**config.mk**
```make
export PLATFORM = sky130hd
export DESIGN_NAME = mul_div_sequencer
export DESIGN_NICKNAME = d
export VERILOG_FILES = /design/src/rtl/mul_div_sequencer.sv
export SDC_FILE = /design/constraint.sdc
export NUM_CORES = 1
export LEC_CHECK = 0
export CORE_MARGIN = 1.5
export CORE_UTILIZATION = 41
export CTS_CLUSTER_DIAMETER = 200
export DETAILED_ROUTE_END_ITERATION = 12
export PLACE_DENSITY = 0.74
export SYNTH_ARGS = -nofsm -noshare
export SYNTH_HDL_FRONTEND = slang
export SYNTH_SLANG_ARGS = --single-unit
```
**constraint.sdc**
```tcl
create_clock -name clk -period 1.9 [get_ports clk]
set_input_delay 0.19 -clock clk [delete_from_list [all_inputs] [get_ports clk]]
set_output_delay 0.19 -clock clk [all_outputs]
set_load 0.02 [all_outputs]
```
**src/rtl/mul_div_sequencer.sv**
```systemverilog
// Multi-cycle 8x8 unsigned multiply / 8/8 unsigned restoring divide.
// Drives one external adder_subtractor and registers its result each RUN cycle.
//
// state | meaning
// IDLE  | waiting for start; results from the last operation held
// RUN   | one multiply/divide bit per cycle, 8 cycles
// DONE  | one-cycle done pulse, results valid
module mul_div_sequencer #(
    parameter int WIDTH = 8
) (
    input  logic             clk,
    input  logic             rst_n,
    input  logic             start,
    input  logic             op,
    input  logic [WIDTH-1:0] a_in,
    input  logic [WIDTH-1:0] b_in,
    output logic             busy,
    output logic             done,
    output logic [WIDTH-1:0] result_hi,
    output logic [WIDTH-1:0] result_lo,
    output logic             div_by_zero,
    output logic [WIDTH-1:0] add_a,
    output logic [WIDTH-1:0] add_b,
    output logic             add_subtract,
    input  logic [WIDTH-1:0] add_r,
    input  logic             add_carry
);

    typedef enum logic [1:0] {
        IDLE = 2'd0,
        RUN  = 2'd1,
        DONE = 2'd2
    } state_t;

    localparam logic [2:0] CNT_LAST = 3'(WIDTH - 1);

    state_t           state, state_nxt;
    logic [WIDTH-1:0] h, l, m;
    logic [2:0]       cnt;
    logic             op_q;
    logic             dbz_start;
    logic [WIDTH-1:0] div_s;
    logic             div_qb;

    // A divide with a zero divisor skips RUN and reports straight away.
    assign dbz_start = op && (b_in == '0);

    // Divide: shift the next dividend bit into the partial remainder; H[7] is
    // the ninth remainder bit, so a set H[7] always means the subtract fits.
    assign div_s  = {h[WIDTH-2:0], l[WIDTH-1]};
    assign div_qb = h[WIDTH-1] | add_carry;

    assign result_hi = h;
    assign result_lo = l;

    // State register.
    always_ff @(posedge clk or negedge rst_n) begin
        if (!rst_n) begin
            state <= IDLE;
        end else begin
            state <= state_nxt;
        end
    end

    // Next state, status outputs and adder drive from registered state.
    always_comb begin
        state_nxt    = state;
        busy         = 1'b0;
        done         = 1'b0;
        add_a        = '0;
        add_b        = '0;
        add_subtract = 1'b0;
        case (state)
            IDLE: begin
                if (start) begin
                    state_nxt = dbz_start ? DONE : RUN;
                end
            end
            RUN: begin
                busy = 1'b1;
                if (op_q) begin
                    add_a        = div_s;
                    add_b        = m;
                    add_subtract = 1'b1;
                end else begin
                    add_a = h;
                    add_b = l[0] ? m : '0;
                end
                if (cnt == CNT_LAST) begin
                    state_nxt = DONE;
                end
            end
            DONE: begin
                done      = 1'b1;
                state_nxt = IDLE;
            end
            default: begin
                state_nxt = IDLE;
            end
        endcase
    end

    // Operand load on an accepted start, then one iteration per RUN cycle.
    always_ff @(posedge clk or negedge rst_n) begin
        if (!rst_n) begin
            h           <= '0;
            l           <= '0;
            m           <= '0;
            cnt         <= '0;
            op_q        <= 1'b0;
            div_by_zero <= 1'b0;
        end else begin
            case (state)
                IDLE: begin
                    if (start) begin
                        m    <= b_in;
                        cnt  <= '0;
                        op_q <= op;
                        if (dbz_start) begin
                            h           <= a_in;
                            l           <= '1;
                            div_by_zero <= 1'b1;
                        end else begin
                            h           <= '0;
                            l           <= a_in;
                            div_by_zero <= 1'b0;
                        end
                    end
                end
                RUN: begin
                    cnt <= cnt + 3'd1;
                    if (op_q) begin
                        h <= div_qb ? add_r : div_s;
                        l <= {l[WIDTH-2:0], div_qb};
                    end else begin
                        h <= {add_carry, add_r[WIDTH-1:1]};
                        l <= {add_r[0], l[WIDTH-1:1]};
                    end
                end
                default: begin
                end
            endcase
        end
    end

endmodule

```
After elaboration in Yosys (flattened, before gate mapping)
Cells that the tools add are included.
{"block": "word_totals", "register_bits": 31, "inputBits": 29, "output_inout_bits": 36, "wordCells": 46}
{"block": "op_classes", "add_sub_neg": 1, "n_eq_ne": 5, "muxes": 25, "n_bitwise": 1, "n_reduce_logical": 7}
{"operator": "2-to-1 mux 8 bit", "n": 12}
{"operator": "case mux 8 bit (2 select lines)", "n": 2}
{"operator": "zero test 8 bit", "n": 1}
{"operator": "2-to-1 mux 2 bit", "n": 3}
{"operator": "case mux 3 bit (2 select lines)", "n": 1}
{"operator": "AND reduction 2 bit", "n": 3}
{"operator": "2-to-1 mux 1 bit", "n": 5}
{"operator": "inequality test 2 bit, second input constant", "n": 2}
{"operator": "case mux 2 bit (2 select lines)", "n": 1}
{"operator": "adder 3 x 1 -> 3 bit, second input constant", "n": 1}
{"operator": "equality test 3 bit, second input constant", "n": 1}
{"operator": "2-to-1 mux 3 bit", "n": 1}
{"operator": "equality test 2 x 1 -> 1 bit, second input constant", "n": 1}
{"operator": "equality test 2 bit, second input constant", "n": 1}
{"operator": "zero test 2 bit", "n": 1}
{"operator": "nonzero test 2 bit", "n": 1}
{"operator": "logical AND 1 bit", "n": 1}
{"operator": "OR 1 bit", "n": 1}

Depth between registers and ports, before layout
{"block": "depth", "word_depth": 5, "ltp_mapped": 6, "mapped_depth_nobuf": 4}

Least setup slack after synthesis
Ideal clock, no wire load.
{"block": "synth_path", "path_kind": "flip-flop to output port", "from": "register op_q", "to": "output add_b[0]", "t_arrival_ns": 1.425, "t_required_ns": 1.710, "path_slack_ns": 0.285, "stages_incl_launch_ff": 6, "path_buffers": 2, "cell_sequence": "dfrtp_1 -> clkbuf_1 -> clkbuf_1 -> nor2_1 -> nor2_1 -> and2_1"}
{"block": "synth_via", "elab_chain_len": 2}
{"element": "start, declared", "line": "40", "rtl": "logic op_q;"}
{"element": "start signal, assigned", "line": "118", "rtl": "op_q <= op;"}
{"element": "2-to-1 mux 8 bit", "line": "81", "rtl": "if (op_q) begin"}
{"element": "2-to-1 mux 8 bit", "line": "73", "rtl": "case (state)"}
{"element": "end, declared", "line": "23", "rtl": "output logic [WIDTH-1:0] add_b,"}
Every way passes these cells.

Final worst setup path
{"block": "layout_path", "from": "register state[1]", "to": "output add_b[1]"}
{"block": "layout_via", "elab_chain_len": 2}
{"element": "start, declared", "line": "37", "rtl": "state_t state, state_nxt;"}
{"element": "start signal, assigned", "line": "61", "rtl": "state <= state_nxt;"}
{"element": "equality test 2 x 1 -> 1 bit", "line": "73"}
{"element": "2-to-1 mux 8 bit", "line": "73"}
Every way passes these cells.

==> results.yml <==
sta:
  max_freq_mhz: 561.1
  timing.final.crit_share_pct: 93.81
  hold_viol: 0
  tightest_slew_ps: 407.0
  period_minus_slack_ps: 1782
  finalSetupViolCount: 0
  rsz0062_at_grt: "false"
  slew_headroom_pct: 72.87
  drv_slew: 0
  tns_ps: 0
  clock_skew_ps: 8.169
clock_network:
  clk_path_buf_depth: 2
  cts_tree: "done"
  clk_latency_ps: 280
  cts_buffers: 5
  cts_root_buf: "clkbuf_8"
  post_cts_buffers: 0
  cts.clk_slew.worst_paths_ps: 70
  clock-sinks: 31
  htreeDepth: 2
floorplanning:
  fp.dieW_um: 69.11
  dieArea_um2: 4776
  die_h_um: 69.11
  start_util_pct: 43.85
  ios: 65
  rows: 23
  core_area_um2: 4086
layout:
  seq_area_um2: 777.0
  antenna_cells: 0
  final_nets: 272
  final_common_cell: "clkdlybuf4s50_1"
  postLayoutCellArea_um2: 2639
  layout-drive-gt1-share_pct: 25.21
  final_cell_mix: "clkdlybuf4s50_1, dfrtp_1, nor2_1, dlygate4sd2_1, mux2i_1"
  layout.cells.non_filler: 292
  area_growth_pct: 47.28
  multi_input_area_um2: 969.7
  final_util_pct: 64.57
  final.fill_count: 346
critical_path:
  worstPathRequired_ps: 1710
  crit_family: "buffers and inverters"
  path_buf_inv: 2
  path_cells: "nand2b_1 > nor2_1 > buf_4 > and2_1 > dlygate4sd2_1"
  crit_path_end_kind: "primary output"
  cp_slowest_stage_delay_ps: 370
  r2r_slack_ps: 220
  crit_type: "reg -> out"
  critPathLaunchType: "register"
  worstPathMaxFanout: 8
  cp_slowest_cell: "dfrtp_1"
  cp_data_arrival_time_ps: 1590
routing:
  drt-pass1-iter-count: 4
  wirelength_mm: 5.053
  wire_per_inst_um: 17.30
  drt_iter0_drc: 170
  drtAntennaViolNets: 0
  drc_errors: 0
  vias: 1637
  viasPerCell: 5.606
placed_design:
  dp_hpwl_mm: 3.783
  gp_congestion: 0.7975
  io_buffers: 64
  post-place-cells: 284
  post_dp_cell_area_um2: 2577
global_routing:
  antenna_found_initial: 0
  grt_max_degree: 32
  grt_pass1_vias: 1645
  grt_pass1_wl_mm: 8.576
  gr-total-overflow: 0
  track_usage_pct: 22.06
synthesis:
  synth_warnings: 0
  synth_fp_nets: 197
  netlist_instances: 166
  synth_seq_cells: 31
  syn_area_um2: 1792
  synth_area_leaders: "dfrtp_1, mux2i_1, mux2_2"
  synth_top_cell_by_area: "dfrtp_1"
  synth_top_area_share_pct: 43.30
  synth.distinct_cells: 29
  yosysSeqAreaShare_pct: 43.30
  syn_area_per_cell_um2: 10.79
run:
  cap_violations: 0
run_status:
  status: "finished clean"
power:
  p_leak_nw: 1.159
  powerDensity_nw_per_um2: 1800
  vdd_drop_max_mv: 1.126
hold_path:
  hp-class: "in -> async"
worst paths after layout:
kind | startpoint | end | depth (start not counted)
max | state[1] | add_b[1] | 5
min | rst_n | cnt[1] | 2
max reg2reg | state[1] | result_hi[7] | 5
min reg2reg | m[5] | m[5] | 1
max in group asynchronous | rst_n | result_hi[7] | 2
min in group clk | m[5] | m[5] | 1
logic make-up after synthesis:
group	after synthesis	share of synthesized area, %
buf+inv	12	2.584
simple gates	56	18.02
compound gates	41	20.67
mux	24	14.04
flops	31	43.30
fa+ha+maj	2	1.396
layout make-up:
cell class                      instances  area share [%]
Inverter                                1          0.1422
Clock buffer                            7           2.892
Tap cell                               50           2.371
Timing Repair Buffer                   79           28.21
Sequential cell                        31           29.45
Clock inverter                          1          0.1897
Multi-Input combinational cell        123           36.75
cells in the mapped netlist:
cell type,count
or4b_4,1
nand2b_1,4
a32o_1,1
o21ai_0,11
or2_2,1
nor4_4,1
mux2i_1,15
o221a_2,8
a22o_1,2
or3_1,1
buf_1,2
nand3_1,1
clkbuf_1,8
a221o_2,8
a21o_2,2
nor2_1,19
or3b_2,8
o31ai_4,1
a311oi_1,7
inv_1,1
buf_2,1
mux2_2,9
and2_1,9
nor3b_1,1
ha_1,2
nor2b_1,1
dfrtp_1,31
nand2_1,9
o21bai_1,1
sequential cells by signal, indices dropped and copies added (netlist names):
name	count
result_hi	8
result_lo	8
cnt	3
m	8
state	2
div_by_zero	1
op_q	1
metal layers:
metal  GRT usage [%]  part of all wire, %  wire length (um)
met1           32.37                   46              2303
met2           33.97                   49              2495
met3           2.924                  3.9               195
met4           6.536                  1.1                58
met5               0                    0                 0
where the power goes:
part / total [W] / internal (W) / switching, W
clock: 0.000496 / 0.000257 / 0.000240
combinational: 0.00294 / 0.00147 / 0.00146
sequential: 0.00132 / 0.000982 / 0.000335
timing repair:
action | 4_1_cts | 5_1_grt
setup endpoints to repair | 18 | 2
pin swaps | 0 | 0
gates resized for setup | 18 | 2
hold buffers | 0 | 0
stage by stage:
step	hold WS [ps]	total power (W)	setup slack (ps)
5_1_grt	361.3	0.005097	0.4662
3_5_place_dp	487.8	0.004457	0.8048
4_1_cts	313.0	0.004770	71.84
3_3_place_gp	479.8	0.004358	24.33
2_1_floorplan	-105.6	0.003087	284.7
6_report	301.0	0.004750	117.7
No activity file was read; power rests on OpenSTA's default activity.
